==> config.mk <==
export PLATFORM = sky130hd
export DESIGN_NAME = dma_burst_scheduler
export DESIGN_NICKNAME = d
export VERILOG_FILES = /design/src/rtl/dma_burst_scheduler.sv
export SDC_FILE = /design/constraint.sdc
export NUM_CORES = 1
export LEC_CHECK = 0
export CORE_UTILIZATION = 45
export CTS_BUF_LIST = sky130_fd_sc_hd__clkbuf_16
export DETAILED_ROUTE_END_ITERATION = 7
export PLACE_DENSITY = 0.79
export REMOVE_ABC_BUFFERS = 1
export SLEW_MARGIN = 20
export SYNTH_ARGS = -nofsm -noshare
export SYNTH_HDL_FRONTEND = slang
export SYNTH_SLANG_ARGS = --single-unit
==> constraint.sdc <==
create_clock -name m_axi_aclk -period 5.6 [get_ports m_axi_aclk]
set_clock_uncertainty 0.2 [all_clocks]
set_input_delay 0.56 -clock m_axi_aclk [delete_from_list [all_inputs] [get_ports m_axi_aclk]]
set_output_delay 0.56 -clock m_axi_aclk [all_outputs]
set_load 0.005 [all_outputs]
==> src/rtl/dma_burst_scheduler.sv <==
// Job-level burst sequencer for the Dma read/write channel pair.
// Define DMA_SCHED_4K_SPLIT_EN to keep every burst inside a 4 KB page.
module dma_burst_scheduler #(
  parameter int DMA_AXI_ADDR_WIDTH = 32,
  parameter int MAX_BURST_BEATS    = 16,
  parameter int JOB_BEATS_WIDTH    = 16
) (
  input  logic                          m_axi_aclk,
  input  logic                          m_axi_areset,
  input  logic                          job_valid_i,
  output logic                          job_ready_o,
  input  logic [DMA_AXI_ADDR_WIDTH-1:0] job_src_addr_i,
  input  logic [DMA_AXI_ADDR_WIDTH-1:0] job_dst_addr_i,
  input  logic [JOB_BEATS_WIDTH-1:0]    job_beats_i,
  input  logic [2:0]                    job_size_i,
  output logic                          job_done_o,
  output logic                          read_start_o,
  output logic [DMA_AXI_ADDR_WIDTH-1:0] read_addr_o,
  output logic [7:0]                    read_len_o,
  output logic [2:0]                    read_size_o,
  input  logic                          read_busy_i,
  output logic                          write_start_o,
  output logic [DMA_AXI_ADDR_WIDTH-1:0] write_addr_o,
  output logic [7:0]                    write_len_o,
  output logic [2:0]                    write_size_o,
  input  logic                          write_busy_i
);

  localparam int AW  = DMA_AXI_ADDR_WIDTH;
  localparam int JBW = JOB_BEATS_WIDTH;
  localparam int CW  = ((JBW > 13) ? JBW : 13) + 1;

  localparam logic [2:0] IDLE  = 3'd0;
  localparam logic [2:0] CALC  = 3'd1;
  localparam logic [2:0] ISSUE = 3'd2;
  localparam logic [2:0] ACK   = 3'd3;
  localparam logic [2:0] RUN   = 3'd4;
  localparam logic [2:0] FIN   = 3'd5;

  // Index 0 is the read side, index 1 the write side.
  logic [2:0]     state_q   [2];
  logic [2:0]     state_d   [2];
  logic [AW-1:0]  addr_q    [2];
  logic [AW-1:0]  addr_d    [2];
  logic [AW-1:0]  outAddr_q [2];
  logic [AW-1:0]  outAddr_d [2];
  logic [JBW-1:0] rem_q     [2];
  logic [JBW-1:0] rem_d     [2];
  logic [8:0]     len_q     [2];
  logic [8:0]     len_d     [2];
  logic [7:0]     outLen_q  [2];
  logic [7:0]     outLen_d  [2];
  logic [8:0]     burstLen  [2];
  logic [CW-1:0]  lim       [2];
`ifdef DMA_SCHED_4K_SPLIT_EN
  logic [12:0]    toBoundary[2];
`endif
  logic [2:0]     size_q, size_d;
  logic [1:0]     busy;
  logic           bothIdle, bothFin, accept;

  assign busy = {write_busy_i, read_busy_i};

  always_comb begin
    for (int s = 0; s < 2; s++) begin
      lim[s] = CW'(MAX_BURST_BEATS);
      if (CW'(rem_q[s]) < lim[s]) lim[s] = CW'(rem_q[s]);
`ifdef DMA_SCHED_4K_SPLIT_EN
      toBoundary[s] = (13'd4096 - {1'b0, addr_q[s][11:0]}) >> size_q;
      if (CW'(toBoundary[s]) < lim[s]) lim[s] = CW'(toBoundary[s]);
`endif
      burstLen[s] = lim[s][8:0];
    end
  end

  // Completion is decoded from both sides parking in FIN; a job offered in
  // that same cycle is loaded directly instead of passing through IDLE.
  always_comb begin
    bothIdle    = (state_q[0] == IDLE) && (state_q[1] == IDLE);
    bothFin     = (state_q[0] == FIN) && (state_q[1] == FIN);
    job_ready_o = bothIdle || bothFin;
    job_done_o  = bothFin;
    accept      = job_valid_i && job_ready_o;
    size_d      = accept ? job_size_i : size_q;
    for (int s = 0; s < 2; s++) begin
      state_d[s]   = state_q[s];
      addr_d[s]    = addr_q[s];
      rem_d[s]     = rem_q[s];
      len_d[s]     = len_q[s];
      outAddr_d[s] = outAddr_q[s];
      outLen_d[s]  = outLen_q[s];
      case (state_q[s])
        IDLE, FIN: begin
          if (state_q[s] == FIN && bothFin) state_d[s] = IDLE;
          if (accept) begin
            addr_d[s]  = (s == 0) ? job_src_addr_i : job_dst_addr_i;
            rem_d[s]   = job_beats_i;
            state_d[s] = (job_beats_i != '0) ? CALC : FIN;
          end
        end
        CALC: begin
          outAddr_d[s] = addr_q[s];
          outLen_d[s]  = 8'(burstLen[s] - 9'd1);
          len_d[s]     = burstLen[s];
          state_d[s]   = ISSUE;
        end
        ISSUE: state_d[s] = ACK;
        ACK: if (busy[s]) state_d[s] = RUN;
        RUN: begin
          if (!busy[s]) begin
            addr_d[s]  = addr_q[s] + (AW'(len_q[s]) << size_q);
            rem_d[s]   = rem_q[s] - JBW'(len_q[s]);
            state_d[s] = (rem_q[s] == JBW'(len_q[s])) ? FIN : CALC;
          end
        end
        default: state_d[s] = IDLE;
      endcase
    end
  end

  always_ff @(posedge m_axi_aclk) begin
    if (m_axi_areset) begin
      size_q <= '0;
      for (int s = 0; s < 2; s++) begin
        state_q[s]   <= IDLE;
        addr_q[s]    <= '0;
        rem_q[s]     <= '0;
        len_q[s]     <= '0;
        outAddr_q[s] <= '0;
        outLen_q[s]  <= '0;
      end
    end else begin
      size_q <= size_d;
      for (int s = 0; s < 2; s++) begin
        state_q[s]   <= state_d[s];
        addr_q[s]    <= addr_d[s];
        rem_q[s]     <= rem_d[s];
        len_q[s]     <= len_d[s];
        outAddr_q[s] <= outAddr_d[s];
        outLen_q[s]  <= outLen_d[s];
      end
    end
  end

  assign read_start_o  = (state_q[0] == ISSUE);
  assign write_start_o = (state_q[1] == ISSUE);
  assign read_addr_o   = outAddr_q[0];
  assign write_addr_o  = outAddr_q[1];
  assign read_len_o    = outLen_q[0];
  assign write_len_o   = outLen_q[1];
  assign read_size_o   = size_q;
  assign write_size_o  = size_q;

endmodule
==> results.json <==
{
  "clock_path_buffers": 3,
  "first_pass_iters": 5,
  "io_pins": 178,
  "nNetsFinal": 1908,
  "setup_violations": 0,
  "fin_crit_sh": 0.693,
  "sequentialPowerShare": 0.304,
  "ctsResizeCount": 0,
  "synth_async_sr_flop_share": 0,
  "drv_slew": 0,
  "ys_seq_area_frac": 0.329,
  "syn-cell-area_um2": 12300,
  "synth.area.top_cells": "dfxtp_1, nand2_1, a21oi_1",
  "port_buffers": 177,
  "num_vias": 12713,
  "drt_iter0_markers": 1035,
  "path_cells": "mux2i_1 > nand2_1 > o21ai_0 > mux2i_1 > ha_1 > nand4_1 > or2_2 > o2111a_1 > a311oi_1 > o21ai_0 > and2_1 > o21a_1",
  "synth_edf_count": 0,
  "post_cts_buffers": 0,
  "vdd_ir_drop_max_v": 0.000224,
  "drc": 0,
  "synthDistinctLibCells": 80,
  "antenna_found_initial": 0,
  "cts_tree": "yes",
  "slowest_stage": "dfxtp_2",
  "rsz0062_at_grt": "false",
  "cap_violations": 0,
  "synth.ff_latch_count": 203,
  "tightest_slew_ns": 1.09,
  "setup_tns_ns": 0,
  "p_leak_uw": 0.00541,
  "synth_top_area_share": 0.329,
  "p_sw_frac": 0.446,
  "hold_viol": 0,
  "synth_area_per_cell_um2": 7.44,
  "p_int_uw": 4130,
  "dp_slack_ns": 1.42,
  "grt_max_degree": 81,
  "yosysTopAreaCell": "dfxtp_1",
  "yosys-top-cells-count": "nand2_1, dfxtp_1, a21oi_1, nor2_1, o21ai_0",
  "core_um2": 27000,
  "startpoint_type": "flip-flop",
  "slew_headroom": 0.272,
  "wl_per_cell_um": 17.7,
  "cts_buffers": 24,
  "power_frac_clock": 0.203,
  "yosysWarnings": 0,
  "clkTransAtPathRegs_ns": 0.06,
  "cp_max_fo": 29,
  "syn_inst": 1657,
  "die-area_um2": 28100,
  "routed_via_density": 6.00,
  "track_usage": 0.262,
  "cts-root-buf": "clkbuf_16",
  "fin_ws_ns": 1.72,
  "rows": 60,
  "hold_path.class": "flip-flop to flip-flop",
  "path_class": "flip-flop to flip-flop",
  "cts.htree.levels": 1,
  "syn2layout_area_growth_pct": 21.2,
  "cp.buffers_inverters": 0,
  "outcome": "finished, final reports clean",
  "max_freq_ghz": 0.258,
  "switchingPower_uw": 3320,
  "setup.worst_path.end_class": "flip-flop",
  "hpwlAfterDp_um": 26100,
  "gr-total-overflow": 0,
  "cts_hold_buf": 0,
  "drive_gt1_frac": 0.0472,
  "gp_congestion": 0.902,
  "clock_sinks": 203,
  "die_h_um": 168,
  "critPathTopFamily": "compound AO/OA/AOI/OAI gates",
  "route.final.wire_length_um": 37500,
  "combPwrFrac": 0.493,
  "worstPathRequired_ns": 5.82,
  "chipWidth_um": 168,
  "cpPeakStageDelay_ns": 0.72,
  "grt_pass1_vias": 11927,
  "diodes": 0,
  "start_util": 0.458,
  "grt_pass1_wl_um": 61300,
  "worstSkewPairLatency_ns": 0.53,
  "synth_most_common_cell": "nand2_1",
  "finalCriticalPeriod_ns": 3.88,
  "power.density_nw_per_um2": 498,
  "synth_flop_cell": "dfxtp_1",
  "drtAntennaViolNets": 0,
  "worstPathArrival_ns": 4.10
}
-- final timing paths --
check	endpoint	cells after the start	startpoint	slack, ns
worst max-delay path	addr_q[0][50]	12	read_size_o[0]	1.72
worst min-delay path	outAddr_q[0][41]	2	outAddr_q[0][41]	0.25
worst max register to register	addr_q[0][50]	12	read_size_o[0]	1.72
worst min register to register	outAddr_q[0][41]	2	outAddr_q[0][41]	0.25
-- area by class of cell --
cell class | count | area [µm²]
fill | 2541 | 12000
tap | 341 | 427
sequential | 203 | 4070
multi-input combinational | 1298 | 7650
clock buffer | 25 | 626
clock inverter | 16 | 121
inverter | 42 | 158
timing repair buffer | 195 | 1900
-- routing by layer --
layer / up-vias / part of all wire / global-route usage / wire length [µm]
li1: 6221 / - / - / -
met1: 5941 / 0.43 / 0.335 / 16300
met2: 478 / 0.48 / 0.456 / 18100
met3: 73 / 0.058 / 0.0293 / 2180
met4: 0 / 0.027 / 0.0862 / 1000
met5: - / 0 / 0 / 0
-- sequential cells by signal (all words and copies together) (netlist names) --
register and count:
addr_q 64, len_q 18, outAddr_q 64, outLen_q 16, read_size_o 3, rem_q 32
state_q 6
-- placed cells by master (no fill, tap or decap), drive strengths merged, types with 14 or more instances in the layout --
cell / Yosys / routed
nand2: 318 / 318
dfxtp: 203 / 203
clkdlybuf4s50: 0 / 176
a21oi: 167 / 167
nor2: 115 / 115
o21ai: 97 / 97
nand3: 53 / 53
ha: 52 / 52
nor3: 52 / 52
inv: 41 / 46
and3: 31 / 31
a311oi: 29 / 29
a211oi: 29 / 29
a31oi: 25 / 25
clkbuf: 94 / 25
mux2i: 23 / 23
nor4: 19 / 19
nand4: 19 / 19
buf: 20 / 19
o22ai: 18 / 18
xnor2: 17 / 17
o211ai: 17 / 17
nor2b: 16 / 16
o21a: 15 / 15
o211a: 15 / 15
and2: 14 / 14
-- kinds of logic (layout without fill, tap and decap cells) --
logic type | Yosys count | in the layout | share of synthesized area
compound gates | 503 | 503 | 0.263
xor+xnor | 28 | 28 | 0.0199
fa+ha+maj | 56 | 56 | 0.0592
buf+inv | 156 | 278 | 0.0524
flops | 203 | 203 | 0.329
mux | 24 | 24 | 0.0196
simple gates | 687 | 687 | 0.256
-- power by group through the flow --
stage	registers (µW)	clock network [µW]	logic, µW
2_1_floorplan	2170	0	2490
3_3_place_gp	2270	0	3550
3_5_place_dp	2280	0	3630
4_1_cts	2250	1540	3650
5_1_grt	2320	1600	4060
6_report	2270	1510	3670
-- worst register-to-register path, delay by kind of cell (launching register included) --
kind                     cells  cell delay [ns]
AND/OR/NAND/NOR              4             0.79
flip-flops                   1             0.72
multiplexers                 2             0.44
AO/OA/AOI/OAI                5             1.22
adder cells (fa/ha/maj)      1             0.41
-- metrics by stage --
stage	power [µW]	hold slack [ns]	instance area, µm²	utilization	std cells
5_1_grt	7980	0.269	14900	0.555	2120
4_1_cts	7450	0.256	14900	0.555	2120
3_3_place_gp	5810	0.243	14200	0.527	2079
6_report	7450	0.252	14900	0.555	2120
2_1_floorplan	4660	0.238	11800	-	1543
3_5_place_dp	5910	0.248	14200	0.527	2079
Power figures use the tool's default switching activity.
==> RTL change: new RTL, same flow settings <==
The option `DMA_SCHED_4K_SPLIT_EN` is turned on by a define.
--- a/src/rtl/dma_burst_scheduler.sv
+++ b/src/rtl/dma_burst_scheduler.sv
@@ -1,4 +1,6 @@
 // Job-level burst sequencer for the Dma read/write channel pair.
 // Define DMA_SCHED_4K_SPLIT_EN to keep every burst inside a 4 KB page.
+`define DMA_SCHED_4K_SPLIT_EN
+
 module dma_burst_scheduler #(
   parameter int DMA_AXI_ADDR_WIDTH = 32,
Function: changed (Yosys sat finds a counterexample within 4 cycles, from zero or initial values and one cycle with m_axi_areset high).
==> RTL change against the unedited design <==
Wire length increased by 17%; critical path depth increased by 8; worst setup slack got worse by 1400 ps; core utilization decreased by 0.60 points; sequential cell count unchanged; cell area increased by 16%; first-iteration DRC count increased by 36%; synthesized area increased by 17%; hold slack improved by 1.3 ps; cell count increased by 19%.
Power is not compared: it rests on default switching activity, and its combinational part moved more than twofold at a synthesized area within 25%.
==> RTL change: results (changes against the unedited design) <==
| Metric | Value |
|---|---|
| Minimum clock period | `5240 ps (was 3880 ps)` |
| Multi-input gate share of the layout cell area | `55.4% (was 51.2%)` |
| Placed Cells | `2480 (was 2079)` |
| DRC marker count from the first detailed-route iteration | `1408 (was 1035)` |
| Reg2reg path depth | `20 (was 12)` |
| Sequential cells | `203 (unchanged)` |
| Synth Area in XOR/XNOR | `2.07% (was 1.99%)` |
| Worst slack, placed | `252 ps (was 1420 ps)` |
| Layout cell share with drive strength beyond 1 | `6.08% (was 4.72%)` |
| DR vias | `15.2k (was 12.7k)` |
| Final nets | `2273 (was 1908)` |
| Commonest cells post-synth | `nand2_1 (323), nor2_1 (205), dfxtp_1 (203) (was nand2_1 (318), dfxtp_1 (203), a21oi_1 (167))` |
| Global Route met3 Usage | `3.93% (was 2.93%)` |
| Setup slack, reg-to-reg | `360 ps (was 1720 ps)` |
| Outcome | `finished, final reports clean (unchanged)` |
| WL met2 | `19500 microns (was 18100 microns)` |
| Hpwl dp | `31000 microns (was 26100 microns)` |
| GP Congestion | `0.933 (was 0.902)` |
| Synthesized area per cell | `7.23 sq um (was 7.44 sq um)` |
| Compound-cell area share of the yosys netlist | `25.9% (was 26.3%)` |
| Reg2reg start | `addr_q[0][1] (was read_size_o[0])` |
| Worst Setup EP | `outLen_q[0][6] (was addr_q[0][50])` |
| Fillers | `2947 (was 2541)` |
| Largest net degree at the start of global routing | `114 (was 81)` |
| WHS | `253 ps (was 252 ps)` |
| Arr. time, crit path | `5430 ps (was 4100 ps)` |
| First-pass GRT wire length | `71200 microns (was 61300 microns)` |
| WL met3 | `3080 microns (was 2180 microns)` |
| Vias in the first global route | `14.1k (was 11.9k)` |
| Cells taking the most area after synthesis | `dfxtp_1 (28%), nand2_1 (8.4%), ha_1 (6.7%), a21oi_1 (5.8%), nor2_1 (5.3%) (was dfxtp_1 (33%), nand2_1 (9.7%), a21oi_1 (6.8%), ha_1 (5.3%), o21ai_0 (3.9%))` |
| Number of multi-input logic gates | `1589 (was 1298)` |
| HP Start | `outAddr_q[0][17] (was outAddr_q[0][41])` |
| Met2 Track Usage GR | `41.0% (was 45.6%)` |
| Clock Network Area Fraction | `4.67% (was 5.00%)` |
| Routing usage on met1 | `36.5% (was 33.5%)` |
| Seq/total area | `23.5% (was 27.2%)` |
| Initial antenna violation count | `1 (was 0)` |
| Post-synthesis mux area share | `3.60% (was 1.96%)` |
| Worst slew pin tran | `1090 ps (about the same)` |
| All-Layer GR Usage | `25.9% (was 26.2%)` |
| Non-clock buffer count | `219 (was 195)` |
-- RTL change: changes by cell type after synthesis, sizes merged, moves of 13 or more --
cell / unedited run / this run
nor3: 52 / 75
mux2i: 23 / 36
o211a: 15 / 2
a211oi: 29 / 74
nor2: 115 / 205
ha: 52 / 77
a21o: 12 / 27
clkbuf: 94 / 116
inv: 41 / 67
-- RTL change: power by group through the flow --
stage	Clock [mW]	Sequential, mW	Combinational, mW
detailed placement	0	2.48	7.24
floorplan	0	2.39	5.14
global route	1.72	2.55	8.20
global placement	0	2.46	7.09
CTS	1.66	2.46	7.30
finish	1.64	2.48	7.41
-- RTL change: worst reg2reg max path, cell delays in order, from the launching register on --
cell and delay, ps:
dfxtp_1 310, inv_1 110, ha_1 310, or4b_4 530, o31a_1 310, nand3b_1 150
o221a_2 160, a21o_1 200, mux2i_1 370, ha_1 310, and4_1 170, a221oi_1 240
o21ai_1 210, a21oi_4 220, mux2_2 390, ha_1 220, nand3_1 90, nor3_1 60
xor2_1 160, a221oi_1 300, nor3_1 80
